File: config.mk
export PLATFORM = sky130hd
export DESIGN_NAME = spi_slave_mem
export DESIGN_NICKNAME = d
export VERILOG_FILES = /design/src/rtl/spi_mem_pkg.sv /design/src/rtl/spi_sync_edge.sv /design/src/rtl/spi_slave_mem.sv
export SDC_FILE = /design/constraint.sdc
export NUM_CORES = 1
export LEC_CHECK = 0
export ABC_AREA = 0
export ABC_CLOCK_PERIOD_IN_PS = 7800
export BUFFER_PORTS_ARGS = -buffer_cell sky130_fd_sc_hd__clkbuf_2
export CAP_MARGIN = 20
export CORE_MARGIN = 1.5
export CORE_UTILIZATION = 60
export DETAILED_ROUTE_END_ITERATION = 12
export PLACE_DENSITY = 0.74
export SLEW_MARGIN = 20
export SYNTH_ARGS = -nofsm -noshare
export SYNTH_HDL_FRONTEND = slang
export SYNTH_SLANG_ARGS = --single-unit
File: constraint.sdc
create_clock -name clk -period 7.8 [get_ports clk]
set_clock_uncertainty 0.05 [all_clocks]
set_input_delay 0.78 -clock clk [delete_from_list [all_inputs] [get_ports clk]]
set_output_delay 0.78 -clock clk [all_outputs]
set_load 0.05 [all_outputs]
File: src/rtl/spi_mem_pkg.sv
// spi_mem_pkg: shared constants, opcode and FSM encodings for the SPI register memory
package spi_mem_pkg;

    localparam int ADDR_W = 5;
    localparam int DATA_W = 8;
    localparam int OPC_W  = 3;

    typedef enum logic [OPC_W-1:0] {
        OP_WRITE  = 3'b001,
        OP_READ   = 3'b010,
        OP_BWRITE = 3'b011,
        OP_BREAD  = 3'b100
    } opcode_t;

    typedef enum logic [2:0] {
        ST_IDLE,
        ST_CMD,
        ST_ADDR,
        ST_WDATA,
        ST_RDATA,
        ST_IGNORE
    } state_t;

    function automatic logic is_write(input logic [OPC_W-1:0] op);
        return op == OP_WRITE || op == OP_BWRITE;
    endfunction

    function automatic logic is_read(input logic [OPC_W-1:0] op);
        return op == OP_READ || op == OP_BREAD;
    endfunction

endpackage

File: src/rtl/spi_sync_edge.sv
// spi_sync_edge: multi-flop synchroniser with rise/fall pulses, edges masked until the chain holds real samples
module spi_sync_edge #(
    parameter int   STAGES  = 2,
    parameter logic RST_VAL = 1'b0
) (
    input  logic clk,
    input  logic rst_n,
    input  logic d,
    output logic q,
    output logic rise,
    output logic fall
);

    logic [STAGES:0] s;
    logic [STAGES:0] vld;

    assign q    = s[STAGES-1];
    assign rise = vld[STAGES] & q & ~s[STAGES];
    assign fall = vld[STAGES] & ~q & s[STAGES];

    // shift the pin through the chain; vld marks when the edge-detect pair no longer holds reset values
    always_ff @(posedge clk or negedge rst_n) begin
        if (!rst_n) begin
            s   <= {(STAGES + 1){RST_VAL}};
            vld <= '0;
        end else begin
            s   <= {s[STAGES-1:0], d};
            vld <= {vld[STAGES-1:0], 1'b1};
        end
    end

endmodule

File: src/rtl/spi_slave_mem.sv
// spi_slave_mem: oversampled SPI slave decoding opcode/address frames into a 32x8 flop memory
module spi_slave_mem #(
    parameter int ADDR_W      = spi_mem_pkg::ADDR_W,
    parameter int DATA_W      = spi_mem_pkg::DATA_W,
    parameter int SYNC_STAGES = 2
) (
    input  logic clk,
    input  logic rst_n,
    input  logic cs,
    input  logic sclk,
    input  logic mosi,
    output logic miso,
    output logic busy,
    output logic cmd_err
);

    import spi_mem_pkg::*;

    localparam int         DEPTH     = 2 ** ADDR_W;
    localparam logic [2:0] CMD_LAST  = 3'(OPC_W - 1);
    localparam logic [2:0] ADDR_LAST = 3'(ADDR_W - 1);
    localparam logic [2:0] DATA_LAST = 3'(DATA_W - 1);

    state_t            state, state_n;
    logic [2:0]        cnt, cnt_n;
    logic [OPC_W-1:0]  opc, opc_n;
    logic [ADDR_W-1:0] addr, addr_n, addr_in, addr_inc;
    logic [DATA_W-1:0] sh, sh_n;
    logic              armed, armed_n, err_n, we;
    logic [DATA_W-1:0] mem [DEPTH];
    logic [SYNC_STAGES:0] mosi_s;
    logic mosi_d, cs_q, cs_rise, cs_fall, sclk_q, sclk_rise, sclk_fall, unused_sclk;

    spi_sync_edge #(.STAGES(SYNC_STAGES), .RST_VAL(1'b0)) u_sclk (
        .clk  (clk),
        .rst_n(rst_n),
        .d    (sclk),
        .q    (sclk_q),
        .rise (sclk_rise),
        .fall (sclk_fall)
    );

    // cs idles high, so its chain resets high to keep busy low out of reset
    spi_sync_edge #(.STAGES(SYNC_STAGES), .RST_VAL(1'b1)) u_cs (
        .clk  (clk),
        .rst_n(rst_n),
        .d    (cs),
        .q    (cs_q),
        .rise (cs_rise),
        .fall (cs_fall)
    );

    assign mosi_d      = mosi_s[SYNC_STAGES];
    assign addr_in     = {addr[ADDR_W-2:0], mosi_d};
    assign addr_inc    = addr + ADDR_W'(1);
    assign miso        = (state == ST_RDATA) && sh[DATA_W-1];
    assign unused_sclk = sclk_q ^ sclk_fall;

    // next-state decode; a cs rise overrides any sclk edge seen in the same cycle
    always_comb begin
        state_n = state;
        cnt_n   = cnt;
        opc_n   = opc;
        addr_n  = addr;
        sh_n    = sh;
        armed_n = armed | cs_fall;
        err_n   = 1'b0;
        we      = 1'b0;
        if (cs_rise) begin
            state_n = ST_IDLE;
            cnt_n   = '0;
            armed_n = 1'b0;
        end else if (sclk_rise) begin
            cnt_n = cnt + 3'd1;
            case (state)
                ST_IDLE: begin
                    cnt_n = '0;
                    if (armed) begin
                        state_n = ST_CMD;
                        armed_n = 1'b0;
                    end
                end
                ST_CMD: begin
                    opc_n = {opc[OPC_W-2:0], mosi_d};
                    if (cnt == CMD_LAST) begin
                        state_n = ST_ADDR;
                        cnt_n   = '0;
                    end
                end
                ST_ADDR: begin
                    addr_n = addr_in;
                    if (cnt == ADDR_LAST) begin
                        cnt_n = '0;
                        if (is_write(opc)) begin
                            state_n = ST_WDATA;
                        end else if (is_read(opc)) begin
                            state_n = ST_RDATA;
                            sh_n    = mem[addr_in];
                        end else begin
                            state_n = ST_IGNORE;
                            err_n   = 1'b1;
                        end
                    end
                end
                ST_WDATA: begin
                    sh_n = {sh[DATA_W-2:0], mosi_d};
                    if (cnt == DATA_LAST) begin
                        we = 1'b1;
                        if (opc == OP_WRITE || addr == '1) state_n = ST_IGNORE;
                        else addr_n = addr_inc;
                    end
                end
                ST_RDATA: begin
                    sh_n = {sh[DATA_W-2:0], 1'b0};
                    if (cnt == DATA_LAST) begin
                        if (opc == OP_READ || addr == '1) begin
                            state_n = ST_IGNORE;
                        end else begin
                            addr_n = addr_inc;
                            sh_n   = mem[addr_inc];
                        end
                    end
                end
                default: ;
            endcase
        end
    end

    // FSM, datapath and output registers
    always_ff @(posedge clk or negedge rst_n) begin
        if (!rst_n) begin
            state   <= ST_IDLE;
            cnt     <= '0;
            opc     <= '0;
            addr    <= '0;
            sh      <= '0;
            armed   <= 1'b0;
            busy    <= 1'b0;
            cmd_err <= 1'b0;
            mosi_s  <= '0;
        end else begin
            state   <= state_n;
            cnt     <= cnt_n;
            opc     <= opc_n;
            addr    <= addr_n;
            sh      <= sh_n;
            armed   <= armed_n;
            busy    <= ~cs_q;
            cmd_err <= err_n;
            mosi_s  <= {mosi_s[SYNC_STAGES-1:0], mosi};
        end
    end

    // register memory; a byte commits on the edge that captures its last bit
    always_ff @(posedge clk or negedge rst_n) begin
        if (!rst_n) begin
            for (int i = 0; i < DEPTH; i++) mem[i] <= '0;
        end else if (we) begin
            mem[addr] <= sh_n;
        end
    end

endmodule

-- Word level (Yosys, flattened, before mapping)
Cells that the tools add are included.
- output and inout port bits: 3
- flip-flop bits (word level): 296
- input port bits: 5
- magnitude comparators: 4
- bitwise logic cells: 14
- multiplexer cells: 53
- eq/ne operators: 23
- add/sub/neg operators: 2
- reduce and logical (&&, ||, !) cells: 13
- operators with widths (operator ; count):
    $bwmux W256 ; 1
    $mux W8 ; 12
    $bmux W8 S5 ; 2
    $mux W3 ; 14
    $demux W8 S5 ; 1
    $pmux W8 S3 ; 1
    $mux W5 ; 4
    $ge A6 B6 Y1 const B ; 3
    $not A5 Y6 ; 3
    $eq A3 B2 Y1 const B ; 5
    $mux W1 ; 15
    $ne A3 B3 Y1 const B ; 5
    $pmux W3 S5 ; 1
    $pmux W5 S3 ; 1
    $eq A3 B3 Y1 const B ; 4
    $pmux W3 S3 ; 1
    $reduce_and A9 Y1 ; 1
    $reduce_and A7 Y1 ; 1
    $and A1 B1 Y1 ; 6
    $eq A3 B1 Y1 const B ; 2
    $lt A6 B1 Y1 const B ; 1
    $ne A2 B2 Y1 const B ; 3
    $ne A3 B2 Y1 const B ; 2
    $reduce_bool A6 Y1 ; 1
    12 further kinds ; 19

-- Longest topological paths before layout
Gate-level depths: netlist of the first run.
- depth in word-level cells: 11
- gate-level depth with buffers: 17
- depth with buffers taken out: 10

-- By module
Synthesis of the first run repeated with hierarchy kept, for this count alone.
- cells, all modules: 1371
- area total of the unflattened synthesis: 15846.4 µm²
- modules (own cells, without submodules) (module ; area each (µm²) ; cells an instance ; times used ; sequential area each (µm²)):
    spi_slave_mem ; 15499.9 ; 1353 ; 1 ; 7106.8
    spi_sync_edge at u_cs ; 175.2 ; 9 ; 1 ; 153.9
    spi_sync_edge at u_sclk ; 171.4 ; 9 ; 1 ; 150.1

-- Worst setup path after synthesis of the first run
No wires, ideal clock.
- path type: register to register
- start point: register addr[0]
- end point: register sh[6]
- data required time: 7.632 ns
- data arrival time: 3.465 ns
- setup slack: 4.167 ns
- path buffers: 8
- stages on the path, launching flop included: 17
- cells stage by stage: dfrtp_1 -> buf_6 -> buf_6 -> buf_6 -> buf_4 -> buf_2 -> inv_1 -> ha_1 -> buf_2 -> clkbuf_1 -> clkbuf_1 -> mux4_2 -> nand2_1 -> nand4_1 -> nand4_1 -> nand3_1 -> a21o_1
- word-level cells in the longest chain between the ends: 10
- elaborated cells between the ends (all ways): 19
- RTL lines (element ; line ; text):
    from (decl) ; spi_slave_mem.sv:27 ; logic [ADDR_W-1:0] addr, addr_n, addr_in, addr_inc;
    from (signal assigned) ; spi_slave_mem.sv:145 ; addr <= addr_n;
    $add A5 B1 Y5 or $not A5 Y6 (tied branches) ; spi_slave_mem.sv:55, spi_slave_mem.sv:98 ;
    $not A5 Y6 (not written as such) or $bmux W8 S5 (tied branches) ; spi_slave_mem.sv:120, spi_slave_mem.sv:98 ;
    $bmux W8 S5 or $mux W8 (tied branches) ; spi_slave_mem.sv:120, spi_slave_mem.sv:98 ;
    $mux W8, on equally long branches ; spi_slave_mem.sv:120, spi_slave_mem.sv:98 ;
    $mux W8, on equally long branches ; spi_slave_mem.sv:120, spi_slave_mem.sv:96 ;
    $mux W8, on equally long branches ; spi_slave_mem.sv:116, spi_slave_mem.sv:94 ;
    $mux W8, on equally long branches ; spi_slave_mem.sv:115, spi_slave_mem.sv:92 ;
    $pmux W8 S3 (*) ; spi_slave_mem.sv:75 ; case (state)
    $mux W8 (*) ; spi_slave_mem.sv:73 ; end else if (sclk_rise) begin
    $mux W8 (*) ; spi_slave_mem.sv:69 ; if (cs_rise) begin
    net sh_n[6] ; spi_slave_mem.sv:28 ; logic [DATA_W-1:0] sh, sh_n;
    to (signal assigned) ; spi_slave_mem.sv:146 ; sh <= sh_n;
    to (decl) ; spi_slave_mem.sv:28 ;
The timed path passes the listed nets; every way through them passes the cells marked *. The select of a mux whose other input is x is not followed.
A chain may end at the register's enable or synchronous reset.

-- Final worst setup path of the first run
- start point: register addr[1]
- end point: register sh[1]
Same word-level chain as after synthesis.

==> impl_metrics.toml, run 1 <==
[logic_synthesis]
synthesis.area_um2 = 15400
synth_area_per_cell_um2 = 10.6
async_reset_ff_share_pct = 100
yosys.area.top_type_share_pct = 47.1
syn_inst = 1459
ys_warn_count = 0
ys_top_cells_by_area = "dfrtp_1 (47%), mux4_2 (18%), a21oi_1 (5.3%)"
syn_nets = 1474
ys_ff_latch = 293
seq_area_frac_synth_pct = 47.6
synth_ff_type = "dfrtp_1"
synthDistinctLibCells = 56
synth-edff-count = 0
yosys.area.top_type = "dfrtp_1"

[power]
seqPwrFrac_pct = 38.6
p_per_area_nw_per_um2 = 264
power_w = 0.00440
pwr-share-clk_pct = 34.6
comb_power_share_pct = 26.8
switching_share_pct = 33.5
leakage_nw = 7.10
p_int_w = 0.00292
peakVddDrop_uv = 254
p_sw_w = 0.00148

[clocking]
clock-sinks = 293
cts_root_buf = "clkbuf_16"
post-cts-setup-buffers = 0
clk_latency_ns = 0.56
htree_num_levels = 1
numCtsBuffers = 31
cts-resized-gates = 0
holdBufCountCts = 0
clk_pin_slew_ns = 0.06
clockBufferDepth = 3
cts_tree = "yes"

[timing]
tightest_slew_ns = 1.12
setup_violations = 0
slew_headroom_pct = 25.3
report.final.slew_viol_count = 0
fin_crit_ns = 4.40
rsz0062_at_grt = "false"
final_hold_viol_count = 0
timing.final.crit_share_pct = 56.5
setup-tns-final_ns = 0
fmax_mhz = 227

[placement]
place_inst = 1705
io_buffers = 7
gp_congestion = 0.985
dpl.hpwl_um = 28200

[floorplan]
ios = 8
placeableCoreArea_um2 = 25200
std_cell_rows = 58
die_h_um = 163
initial_utilization_pct = 61.2
fp.dieW_um = 163
die-area_um2 = 26700

[run]
maxCapViolCount = 0

[layout]
syn2layout_area_growth_pct = 8.06
final_cells = 1762
layout_common_cells = "dfrtp_1 (288), nand2_1 (210), nor2_1 (165)"
final_common_cell = "dfrtp_1"
drive_gt1_share_pct = 16.6
antenna_cells = 0
nets = 1423
final_util_pct = 66.1

[global_route]
grt_pass1_vias = 11665
grt_overflow = 0
grt.total_usage_pct = 33.7
grt_start_max_net_pins = 86
antenna_found_initial = 1
grt_pass1_wl_um = 67500

[critical_path]
end_kind = "flip-flop"
required_ns = 8.20
start_kind = "flip-flop"
cp_max_fo = 63
cp.arrival_ns = 4.80
crit_type = "flip-flop to flip-flop"

[detailed_routing]
dr.pass1.iters = 6
ant_nets = 0
wl_per_cell_um = 24.2
drt_wl_total_um = 42700
via_per_inst = 6.71
vias = 11820
dr.first_iter.drc_count = 1427
drc = 0

[worst_hold_path]
worstHoldPathType = "primary input to async pin"

[status]
status = "complete, no violations"
-- cells in the mapped netlist, types with 5 or more instances --
master	number
nor3_1	19
nand2_1	210
a21oi_1	163
nand4_1	7
buf_6	5
inv_1	10
o21a_1	8
buf_4	13
buf_2	33
ha_1	10
o22ai_1	6
a22oi_1	13
mux4_2	123
a31oi_1	6
nor4_1	5
nand2b_1	10
and3_1	8
nor2b_1	15
o21ai_0	139
mux2i_1	39
nor2_1	176
nand3_1	20
a22o_1	5
dfrtp_1	290
clkbuf_1	60
and2_1	6
-- logic make-up (layout without fill, tap and decap cells) --
family	after synthesis	after routing	share of synthesized area [%]
mux	166	166	20.8
buf+inv	126	99	3.91
xor+xnor	5	5	0.333
flops	293	293	47.6
compound gates	371	371	13.3
fa+ha+maj	10	10	0.812
simple gates	487	487	13.3
other cells	1	1	0.0243
-- path summary, 6_finish.rpt --
kind / slack [ns] / from / end / cells past startpoint
worst min register to register: 0.29 / u_sclk.s[0]$_DFF_PN0_ / u_sclk.s[1]$_DFF_PN0_ / 0
worst max-delay path: 3.40 / addr[1]$_DFFE_PN0P_ / sh[1]$_DFF_PN0_ / 9
min in group clk: 0.26 / cs / u_cs.s[0]$_DFF_PN1_ / 1
worst max register to register: 3.40 / addr[1]$_DFFE_PN0P_ / sh[1]$_DFF_PN0_ / 9
worst min-delay path: 0.17 / rst_n / mem[165]$_DFFE_PN0P_ / 1
max in group asynchronous: 5.98 / rst_n / mosi_s[2]$_DFF_PN0_ / 2
-- cell type report --
| cell class | instances | area (um^2) |
|---|---|---|
| inverters | 10 | 37.5 |
| clock inverters | 12 | 145 |
| well taps | 330 | 413 |
| fillers | 1870 | 8520 |
| repair buffers | 32 | 244 |
| flip-flops and latches | 293 | 7340 |
| multi-input cells | 1040 | 7560 |
| clock buffers | 45 | 918 |
-- critical path, stage by stage, from the launching register on --
cell and delay, ns:
dfrtp_1 0.37, inv_1 0.81, ha_4 0.93, mux4_2 0.40
and2_1 0.17, a2111oi_1 0.88, a41oi_1 0.15, nand4_1 0.22
a31oi_1 0.10, o21a_1 0.19
-- metal layers --
layer / vias to the layer above / wire length (um) / global-route usage [%]
met3: 120 / 3900 / 6.40
met5: - / 13 / 0
met2: 598 / 19800 / 51.7
met1: 5953 / 17000 / 47.1
li1: 5147 / - / -
met4: 2 / 1990 / 15.1
-- registers in the layout, indices dropped and copies added (netlist names) --
register,flops
sh,8
cnt,3
u_cs.s,3
u_cs.vld,3
addr,5
state,3
mem,256
armed,1
cmd_err,1
mosi_s,3
busy,1
u_sclk.s,3
opc,3
-- power by group through the flow --
stage	logic, W	registers [W]	clock network [W]
after floorplan	0.000933	0.00163	0
after global placement	0.00114	0.00172	0
after detailed placement	0.00116	0.00172	0
after CTS	0.00116	0.00170	0.00154
after global routing	0.00124	0.00171	0.00161
final	0.00118	0.00170	0.00152
-- metrics by stage --
stage	worst slack (ns)	hold slack (ns)	instance area, um^2
floorplan	4.17	0.281	15400
global placement	3.28	0.286	15500
detailed placement	3.54	0.286	15600
CTS	3.54	0.199	16600
global route	3.26	0.221	16700
finish	3.40	0.168	16700
Power figures use the tool's default switching activity.
==> inputs of run 2 (changes only) <==
--- a/config.mk
+++ b/config.mk
@@ -6,7 +6,7 @@
 export NUM_CORES = 1
 export LEC_CHECK = 0
 export ABC_AREA = 0
-export ABC_CLOCK_PERIOD_IN_PS = 7800
+export ABC_CLOCK_PERIOD_IN_PS = 4400
 export BUFFER_PORTS_ARGS = -buffer_cell sky130_fd_sc_hd__clkbuf_2
 export CAP_MARGIN = 20
 export CORE_MARGIN = 1.5
==> constraint.sdc (replaced) <==
create_clock -name clk -period 4.4 [get_ports clk]
set_clock_uncertainty 0.05 [all_clocks]
set_input_delay 0.44 -clock clk [delete_from_list [all_inputs] [get_ports clk]]
set_output_delay 0.44 -clock clk [all_outputs]
set_load 0.05 [all_outputs]
==> run 2 against run 1 <==
Die area stayed put. Global-route usage increased by 0.15 points. Critical path depth is 1 higher. Combinational power grew 93%. Via count down 0.20%. Register-to-register slack worse by 2.6 ns. Wire length fell by 0.36%. Sequential share of layout area decreased by 0.38 points. Maximum frequency is 24% higher. Largest cell class unchanged.
==> impl_metrics.toml, run 2 (same netlist as run 1, synthesis figures left out) <==
[layout]
antenna_cells = 0
layout_common_cells = "dfrtp_1 (288), nand2_1 (210), nor2_1 (173)"
drive_gt1_share_pct = 16.7
syn2layout_area_growth_pct = 8.99
largest-register = "mem"
nets = 1455
final_common_cell = "dfrtp_1"
fillers = 1912
top_regs = "mem (256), sh (8), addr (5)"
largest_reg_flops = 256

[global_route]
grt_overflow = 0
grt.total_usage_pct = 33.8
grt_use_met3_pct = 8.46
grt_pass1_wl_um = 67700
grt_use_met1_pct = 46.4
antenna_found_initial = 3
busiest_layer = "met2"
grt_start_max_net_pins = 95
grt_pass1_vias = 11677
grt_use_met2_pct = 51.7

[clocking]
numCtsBuffers = 31
cts-resized-gates = 0
post-cts-setup-buffers = 0
cts_tree = "yes"
clock-sinks = 293
cts_root_buf = "clkbuf_16"
clk_pin_slew_ns = 0.06
clockBufferDepth = 3
htree_num_levels = 1
clk_latency_ns = 0.57

[power]
p_int_w = 0.00508
leakage_nw = 7.20
peakVddDrop_uv = 363
pwr-share-clk_pct = 32.0
p_per_area_nw_per_um2 = 457
seqPwrFrac_pct = 38.3
p_sw_w = 0.00260
switching_share_pct = 33.8
comb_power_share_pct = 29.7

[status]
status = "complete, no violations"

[floorplan]
die_h_um = 163
placeableCoreArea_um2 = 25200
initial_utilization_pct = 61.2
die-area_um2 = 26700
ios = 8
std_cell_rows = 58
fp.dieW_um = 163

[timing]
report.final.slew_viol_count = 0
tightest_slew_ns = 0.891
fin_ws_ns = 0.840
setup-tns-final_ns = 0
setup_violations = 0
fin_crit_ns = 3.56
slew_headroom_pct = 40.2
fmax_mhz = 281
final_hold_viol_count = 0
rsz0062_at_grt = "false"
timing.final.crit_share_pct = 80.9

[run]
maxCapViolCount = 0

[critical_path]
cp.arrival_ns = 3.96
crit_type = "flip-flop to flip-flop"
end_kind = "flip-flop"
start_kind = "flip-flop"
required_ns = 4.80
cp_max_fo = 43

[placement]
dpl.hpwl_um = 28800
gp_congestion = 1.03
dp_slack_ns = 0.894
io_buffers = 7

[detailed_routing]
dr.first_iter.drc_count = 1282
ant_nets = 0
vias = 11796
drc = 0
dr.pass1.iters = 6
wl_per_cell_um = 23.7
via_per_inst = 6.58
drt_wl_total_um = 42500

[worst_hold_path]
worstHoldPathType = "flip-flop to flip-flop"
==> run 2: cell count changes in the layout (fill, tap and decap cells not counted), sizes merged <==
cell,delta
clkinv,-4
buf,+28
clkbuf,+5
clkinvlp,-1
bufinv,-2
dlygate4sd3,+4
==> run 2: final timing paths <==
| path | startpoint | end | slack [ns] | depth (start not counted) |
|---|---|---|---|---|
| max | addr[0]$_DFFE_PN0P_ | sh[6]$_DFF_PN0_ | 0.84 | 10 |
| min | u_cs.vld[1]$_DFF_PN0_ | u_cs.vld[2]$_DFF_PN0_ | 0.30 | 0 |
| max reg2reg | addr[0]$_DFFE_PN0P_ | sh[6]$_DFF_PN0_ | 0.84 | 10 |
| min reg2reg | u_cs.vld[1]$_DFF_PN0_ | u_cs.vld[2]$_DFF_PN0_ | 0.30 | 0 |
| max in group asynchronous | rst_n | mem[28]$_DFFE_PN0P_ | 2.84 | 3 |
| min in group asynchronous | rst_n | mem[189]$_DFFE_PN0P_ | 0.41 | 2 |
==> run 2: worst max-delay path, stage by stage, from the launching register on <==
cell and delay (ns):
dfrtp_4 0.45, buf_12 0.31, ha_1 0.36, xor2_2 0.55, buf_4 0.32, mux4_2 0.32
nor4_1 0.45, nor3_1 0.15, nand4_1 0.15, nand3_1 0.10, a21o_1 0.21
==> run 2: timing repair <==
action / 4_1_cts / 5_1_grt
hold buffers: 4 / 0
endpoints found under the setup margin: 0 / 0
hold endpoints to repair: 84 / 0
==> run 2: routing by layer <==
metal / routed length (um) / vias to the layer above
met1: 17000 / 5860
met5: 32 / -
met4: 2060 / 6
met3: 3990 / 139
li1: - / 5221
met2: 19400 / 570
==> run 2: power groups by stage <==
stage               combinational, W  sequential, W  clock [W]
global route                 0.00241        0.00295    0.00260
floorplan                    0.00165        0.00290          0
CTS                          0.00224        0.00293    0.00250
detailed placement           0.00224        0.00298          0
finish                       0.00228        0.00294    0.00246
global placement             0.00221        0.00298          0
==> run 2: layout make-up <==
| type | instances | area, um^2 | area share [%] |
|---|---|---|---|
| clock inverter | 5 | 53.8 | 0.320 |
| multi-input combinational | 1040 | 7530 | 44.8 |
| tap | 330 | 413 | 2.46 |
| timing repair buffer | 64 | 533 | 3.17 |
| sequential | 293 | 7340 | 43.7 |
| clock buffer | 50 | 887 | 5.28 |
| inverter | 10 | 37.5 | 0.223 |
==> run 2: metrics by stage <==
| step | hold WS (ns) | utilization [%] | cell area (um^2) | power (W) | std cells |
|---|---|---|---|---|---|
| 2_1_floorplan | 0.0944 | - | 15400 | 0.00455 | 1459 |
| 3_3_place_gp | 0.285 | 62.8 | 15800 | 0.00519 | 1732 |
| 3_5_place_dp | 0.287 | 62.8 | 15800 | 0.00522 | 1732 |
| 4_1_cts | 0.300 | 66.7 | 16800 | 0.00766 | 1791 |
| 5_1_grt | 0.305 | 66.7 | 16800 | 0.00796 | 1792 |
| 6_report | 0.297 | 66.7 | 16800 | 0.00767 | 1792 |
